===== src/rtl/parity_serial_tx.sv =====
// Parity-generating serial framing transmitter: start bit, LSB-first data, parity bit, stop bit.
// Define TX_DOUBLE_STOP_EN to send two stop bits per frame.
module parity_serial_tx #(
  parameter int DATA_W     = 4,
  parameter int BIT_CYCLES = 4,
  parameter int PARITY_ODD = 0
) (
  input  logic              clk,
  input  logic              rst_n,
  input  logic [DATA_W-1:0] data_in,
  input  logic              valid_in,
  output logic              ready_out,
  output logic              tx_out,
  output logic              busy,
  output logic              done
);

`ifdef TX_DOUBLE_STOP_EN
  localparam int STOP_CYCLES = 2 * BIT_CYCLES;
`else
  localparam int STOP_CYCLES = BIT_CYCLES;
`endif

  localparam int CW = $clog2(STOP_CYCLES + 1);
  localparam int BW = (DATA_W > 1) ? $clog2(DATA_W) : 1;

  localparam logic [CW-1:0] BIT_LAST  = CW'(BIT_CYCLES - 1);
  localparam logic [CW-1:0] STOP_LAST = CW'(STOP_CYCLES - 1);
  localparam logic [BW-1:0] DATA_LAST = BW'(DATA_W - 1);

  localparam logic [2:0] ST_IDLE   = 3'd0;
  localparam logic [2:0] ST_START  = 3'd1;
  localparam logic [2:0] ST_DATA   = 3'd2;
  localparam logic [2:0] ST_PARITY = 3'd3;
  localparam logic [2:0] ST_STOP   = 3'd4;

  logic [2:0]        state_r, state_s;
  logic [CW-1:0]     cnt_r, cnt_s;
  logic [BW-1:0]     bit_r, bit_s;
  logic [DATA_W-1:0] shift_r, shift_s;
  logic              par_r, par_s;
  logic              done_s;
  logic              last_s;

  function automatic logic calc_parity(input logic [DATA_W-1:0] d);
    logic p;
    p = ^d;
    if (PARITY_ODD != 0) begin
      p = ~p;
    end else begin
      p = p;
    end
    return p;
  endfunction

  function automatic logic line_level(input logic [2:0] st, input logic s0, input logic p);
    logic l;
    case (st)
      ST_IDLE:   l = 1'b1;
      ST_START:  l = 1'b0;
      ST_DATA:   l = s0;
      ST_PARITY: l = p;
      ST_STOP:   l = 1'b1;
      default:   l = 1'b1;
    endcase
    return l;
  endfunction

  // Next-state, counter and shift-register logic for one frame.
  always_comb begin
    state_s = state_r;
    bit_s   = bit_r;
    shift_s = shift_r;
    par_s   = par_r;
    done_s  = 1'b0;
    if (state_r == ST_STOP) begin
      last_s = (cnt_r == STOP_LAST);
    end else begin
      last_s = (cnt_r == BIT_LAST);
    end
    case (state_r)
      ST_IDLE: begin
        if (valid_in) begin
          state_s = ST_START;
          shift_s = data_in;
          par_s   = calc_parity(data_in);
          bit_s   = {BW{1'b0}};
        end else begin
          state_s = ST_IDLE;
        end
      end
      ST_START: begin
        if (last_s) state_s = ST_DATA;
        else        state_s = ST_START;
      end
      ST_DATA: begin
        if (last_s && (bit_r == DATA_LAST)) begin
          state_s = ST_PARITY;
          bit_s   = {BW{1'b0}};
        end else if (last_s) begin
          shift_s = shift_r >> 1;
          bit_s   = bit_r + {{(BW-1){1'b0}}, 1'b1};
        end else begin
          state_s = ST_DATA;
        end
      end
      ST_PARITY: begin
        if (last_s) state_s = ST_STOP;
        else        state_s = ST_PARITY;
      end
      ST_STOP: begin
        if (last_s) begin
          state_s = ST_IDLE;
          done_s  = 1'b1;
        end else begin
          state_s = ST_STOP;
        end
      end
      default: begin
        state_s = ST_IDLE;
      end
    endcase
    // Counter restarts on every bit boundary and sits at zero while idle.
    if ((state_r == ST_IDLE) || last_s) begin
      cnt_s = {CW{1'b0}};
    end else begin
      cnt_s = cnt_r + {{(CW-1){1'b0}}, 1'b1};
    end
  end

  // State registers; outputs are registered from the next-state decode so they never see valid_in combinationally.
  always_ff @(posedge clk or negedge rst_n) begin
    if (!rst_n) begin
      state_r   <= ST_IDLE;
      cnt_r     <= {CW{1'b0}};
      bit_r     <= {BW{1'b0}};
      shift_r   <= {DATA_W{1'b0}};
      par_r     <= 1'b0;
      tx_out    <= 1'b1;
      ready_out <= 1'b1;
      busy      <= 1'b0;
      done      <= 1'b0;
    end else begin
      state_r   <= state_s;
      cnt_r     <= cnt_s;
      bit_r     <= bit_s;
      shift_r   <= shift_s;
      par_r     <= par_s;
      tx_out    <= line_level(state_s, shift_s[0], par_s);
      ready_out <= (state_s == ST_IDLE);
      busy      <= (state_s != ST_IDLE);
      done      <= done_s;
    end
  end

endmodule


===== config.mk =====
export PLATFORM = sky130hd
export DESIGN_NAME = parity_serial_tx
export DESIGN_NICKNAME = d
export VERILOG_FILES = /design/src/rtl/parity_serial_tx.sv
export SDC_FILE = /design/constraint.sdc
export NUM_CORES = 1
export LEC_CHECK = 0
export ABC_AREA = 0
export ABC_CLOCK_PERIOD_IN_PS = 1700
export CORE_UTILIZATION = 35
export CTS_CLUSTER_DIAMETER = 200
export DETAILED_ROUTE_END_ITERATION = 7
export SLEW_MARGIN = 20
export SYNTH_ARGS = -nofsm -noshare
export SYNTH_HDL_FRONTEND = slang
export SYNTH_SLANG_ARGS = --single-unit

===== constraint.sdc =====
create_clock -name clk -period 1.7 [get_ports clk]
set_input_delay 0.34 -clock clk [delete_from_list [all_inputs] [get_ports clk]]
set_output_delay 0.34 -clock clk [all_outputs]
set_load 0.02 [all_outputs]

# == Yosys cells after proc, flatten, opt, wreduce, memory -nomap -nowiden ==
# Cells that the tools add are included.
# word_totals
out_inout_bits,4
reg_bits,17
inputBits,7
word_cells,55
# classes
n_addsub,2
n_mux,21
n_eq_ne,13
reduce_logical,9
# ops
op,n
$eq A3 B2 Y1 const B,5
$mux W3,5
$pmux W3 S5,1
$mux W4,3
$mux W2,4
$pmux W4 S2,1
$eq A3 B1 Y1 const B,2
$logic_not A3 Y1,2
$ne A2 B2 Y1 const B,3
$mux W1,5
$pmux W2 S2,1
$reduce_and A4 Y1,1
$reduce_xor A4 Y1,1
$add A3 B1 Y3 const B,1
$eq A3 B3 Y1 const B,1
$ne A3 B3 Y1 const B,1
$pmux W1 S3,1
$reduce_and A3 Y1,1
$reduce_bool A3 Y1,1
$add A2 B1 Y2 const B,1
$eq A2 B2 Y1 const B,1
$reduce_bool A2 Y1,1
$logic_and A1 B1 Y1,1
$logic_or A1 B1 Y1,1

# == Depth between registers and ports, before layout ==
# logic_depth
ltp_word,6
mapped_depth,7
mapped_depth_nobuf,6

# == Worst setup path before layout ==
# No wires, ideal clock.
# synth_timing
kind,register to register
from,register cnt_r[0]
to,register tx_out
path_buffers,0
path_stages_with_launch,7
setup_time_ps,83
slack_ps,1
synth_period_minus_slack_ps,1699
arrival_time_ps,1616
cell_sequence,dfrtp_1 -> ha_1 -> ha_1 -> and2_1 -> and2_1 -> a221o_1 -> a2bb2oi_1
# synth_via
elab_cells_between_ends,15
cone_classes,eq/ne (4); mux (10); reduce/logical (1)
# synth_lines
element,line_no,rtl
from (decl),38,"logic [CW-1:0] cnt_r, cnt_s;"
from (signal assigned),135,cnt_r <= {CW{1'b0}};
from (signal assigned),145,cnt_r <= cnt_s;
$eq A3 B2 Y1 (*),"77, 79",
$mux W4 or $logic_and A1 B1 Y1 (tied branches),"100, 97",
$mux W4 (*),97,if (last_s && (bit_r == DATA_LAST)) begin
$pmux W4 S2 (*),81,case (state_r)
named net shift_s[0],40,"logic [DATA_W-1:0] shift_r, shift_s;"
$pmux W1 S3 (*),58,case (st)
to (signal assigned),149,"tx_out <= line_level(state_s, shift_s[0], par_s);"
to (decl),13,"output logic tx_out,"
# Mark *: on every way through the listed nets, which the timed path passes. The rest lies on a longest branch. The select of a mux whose other input is x is not followed.
# A chain may end at the register's enable or synchronous reset.

# == Final worst setup path ==
# Ends and elaborated chain as after synthesis.

==> qor.txt <==
DRC viols - 0
register area share after synthesis - 50.7%
first-pass GRT wire length - 2.77 mm
Worst slew margin - 75.5%
Hold Crit Class - primary input to asynchronous set/reset pin
final worst slack - 0.0544 ns
initial core utilization - 37.8%
die extent in y - 51.1 µm
fin nets - 111
R2R cell count - 6
Worst Setup SP - cnt_r[0]$_DFF_PN0_
latest clock arrival within the worst-skew pair - 0.29 ns
reg2reg setup slack - 0.05 ns
area grow syn2layout - 27.2%
skew final - 0.00478 ns
Post-Layout Cell Count - 128
Critical Path End - tx_out$_DFF_PN1_
library cells used by synthesis - 31
Post-Syn Instances - 78
largest area contributor in the netlist - dfrtp_1
Top cell by count, worst path - and2_1
Ports - 11
initial antenna violation count - 0
CTS Buf Count - 3
Synthesis Warnings - 0
all-layer global routing usage - 14.7%
Cell Area, Synth - 843 µm²
WP data arrival - 1.88 ns
diode count - 0
# setup viols final - 0
Sequential Power Share - 42.8%
vias in the first global route - 666
max-slew violations - 0
Sw Ratio - 36.6%
dpl ws - -0.0899 ns
Hold Buf Count CTS - 0
Yosys reg bits - 17
fin area - 0.00107 mm²
LEAKAGE - 0.475 nW
final hold violations - 0
die area - 0.00261 mm²
Tcrit/Tclk final - 96.8%
Pwr Density - 1590 mW/mm²
placed inst area - 0.00103 mm²
Synth top area share - 44.5%
Tightest Pin Transition - 0.367 ns
reg2reg start - cnt_r[0]$_DFF_PN0_
TritonCTS clock tree - built
CP peak stage delay - 0.39 ns
Pre-Repair DR Iteration Count - 2
dpl cells - 124
Logic pwr share - 44.3%
global placement routability congestion - 0.707
Worst VDD drop - 0.782 mV
DP HPWL - 1.12 mm
postcts setup bufs - 0
maximum clock rate - 608 MHz
status - finished, final reports clean
vias per cell - 5.06
Vias - 648
RSZ-0062 raised after global routing - yes
Req. time, crit path - 1.94 ns
largest cells by area after synthesis - dfrtp_1 45%, dfstp_2 6.2%, ha_1 4.5%, nand2_1 3.6%, xnor2_1 3.1%
total wire length - 1.54 mm
clock share of power - 12.9%
nature of the critical path endpoint - register
clock-pin transition on the worst setup and hold timing paths - 0.10 ns
Int Pwr - 0.00108 W
Filler Cells Inserted - 215
htree depth - 1
CTS Buffer Depth - 2
largest net degree at the start of global routing - 18
Startpoint Class - register
chip width - 51.1 µm
Avg Inst Size Synth - 10.8 µm²
routed len/inst - 12.0 µm
Crit Path Max Fanout - 7
port bufs - 10
GR Overflow Total - 0
clock sinks - 17
CP max-delay cell - dfrtp_1
share of cells above drive strength 1 - 24.0%
max_cap viols - 0
Rows - 17
clk root buf - clkbuf_4
crit path cell chain - ha_2 -> ha_4 -> and2_1 -> and2_1 -> a221o_1 -> a2bb2oi_1
Core Box Area - 0.00223 mm²
Iter 0 DRT Violations - 2
final worst path period need - 1.65 ns
Crit Path Category - register to register
r2r endpoint - tx_out$_DFF_PN1_
Sw Pwr - 0.000624 W
antenna-violating nets left - 0
Post-Synthesis Net Count - 88
-- worst min-delay path by stage --
stage                             from                    to  slack [ns]  cells past startpoint
finish                           rst_n  state_r[2]$_DFF_PN0_        0.36                      2
global route                     rst_n        busy$_DFF_PN0_        0.36                      2
CTS                              rst_n  state_r[2]$_DFF_PN0_        0.36                      2
detailed placement  cnt_r[0]$_DFF_PN0_    cnt_r[0]$_DFF_PN0_        0.43                      1
global placement    cnt_r[0]$_DFF_PN0_    cnt_r[0]$_DFF_PN0_        0.42                      1
floorplan                        rst_n  bit_r[0]$_DFFE_PN0P_        0.04                      0
-- what timing repair did --
item,in CTS,in global routing
endpoints found under the setup margin,6,1
gates cloned,0,0
pin swaps,0,2
gates resized for setup,5,1
-- power groups by stage --
| stage | clock network [W] | registers [W] | logic (W) |
|---|---|---|---|
| floorplan | 0 | 0.000700 | 0.000523 |
| global placement | 0 | 0.000732 | 0.000714 |
| detailed placement | 0 | 0.000738 | 0.000732 |
| CTS | 0.000230 | 0.000731 | 0.000753 |
| global route | 0.000251 | 0.000755 | 0.000836 |
| finish | 0.000220 | 0.000729 | 0.000755 |
-- cell families (layout without fill, tap and decap cells) --
group / count (synthesis) / after routing / synth area share (%)
simple gates: 31 / 31 / 21.4
fa+ha+maj: 3 / 3 / 4.45
flops: 17 / 17 / 50.7
xor+xnor: 3 / 3 / 3.12
buf+inv: 7 / 29 / 6.23
compound gates: 17 / 17 / 14.1
-- layer usage --
metal,track usage [%],routed length (µm)
met4,8.33,27
met3,3.57,53
met5,0,0
met2,24.3,728
met1,17.3,731
-- state kept, by name, indices dropped and copies added, names as in the netlist --
signal and count:
cnt_r 3, busy 1, bit_r 2, shift_r 4
tx_out 1, ready_out 1, par_r 1, done 1
state_r 3
-- synthesized netlist by cell type --
cell,number
and3_1,1
o21ai_1,1
nor2_1,3
dfrtp_1,15
a22oi_1,2
nor3_1,5
a21oi_1,3
nor4b_4,1
a21bo_1,1
nor3b_1,1
a22o_1,2
and2_1,3
a2bb2oi_1,1
a21oi_2,1
o31a_1,1
o21ai_0,4
buf_8,1
ha_1,3
nand2_1,8
xnor2_1,3
or2b_1,1
buf_6,2
inv_1,3
dfstp_2,2
clkbuf_1,1
or3_1,1
a221o_1,1
nand3_1,3
and3_2,1
nor2b_1,1
nand3b_1,2
-- through the flow --
stage	hold slack [ns]	power (W)	TNS, ns	util, %
floorplan	0.0444	0.00122	0	-
global placement	0.423	0.00145	-0.0603	46.0
detailed placement	0.432	0.00147	-0.137	46.0
CTS	0.365	0.00171	0	47.8
global route	0.363	0.00184	-0.00193	48.0
finish	0.358	0.00170	0	48.0
-- critical path, delay by kind of cell (launching register included) --
kind / cells / cell delay, ns
and+or+nand+nor: 2 / 0.36
DFF: 1 / 0.39
AOI/OAI and AO/OA: 2 / 0.46
adders and majority gates: 2 / 0.38
-- layout by cell type, fill, tap and decap left out, types with 3 or more instances in the layout --
master / count
and2_1: 3
clkdlybuf4s50_1: 8
nand2_1: 8
nor2_1: 3
nor3_1: 5
buf_4: 12
inv_1: 3
dfrtp_1: 15
xnor2_1: 3
nand3_1: 3
o21ai_0: 4
clkbuf_4: 3
a21oi_1: 3
-- area by class of cell --
class / count / area, µm² / share of cell area [%]
Multi-Input combinational cell: 54 / 383 / 35.7
Clock inverter: 1 / 5.00 / 0.467
Clock buffer: 3 / 22.5 / 2.10
Sequential cell: 17 / 428 / 39.9
Tap cell: 28 / 35.0 / 3.27
Timing Repair Buffer: 22 / 188 / 17.5
Inverter: 3 / 11.3 / 1.05
(Power assumes the default switching activity.)
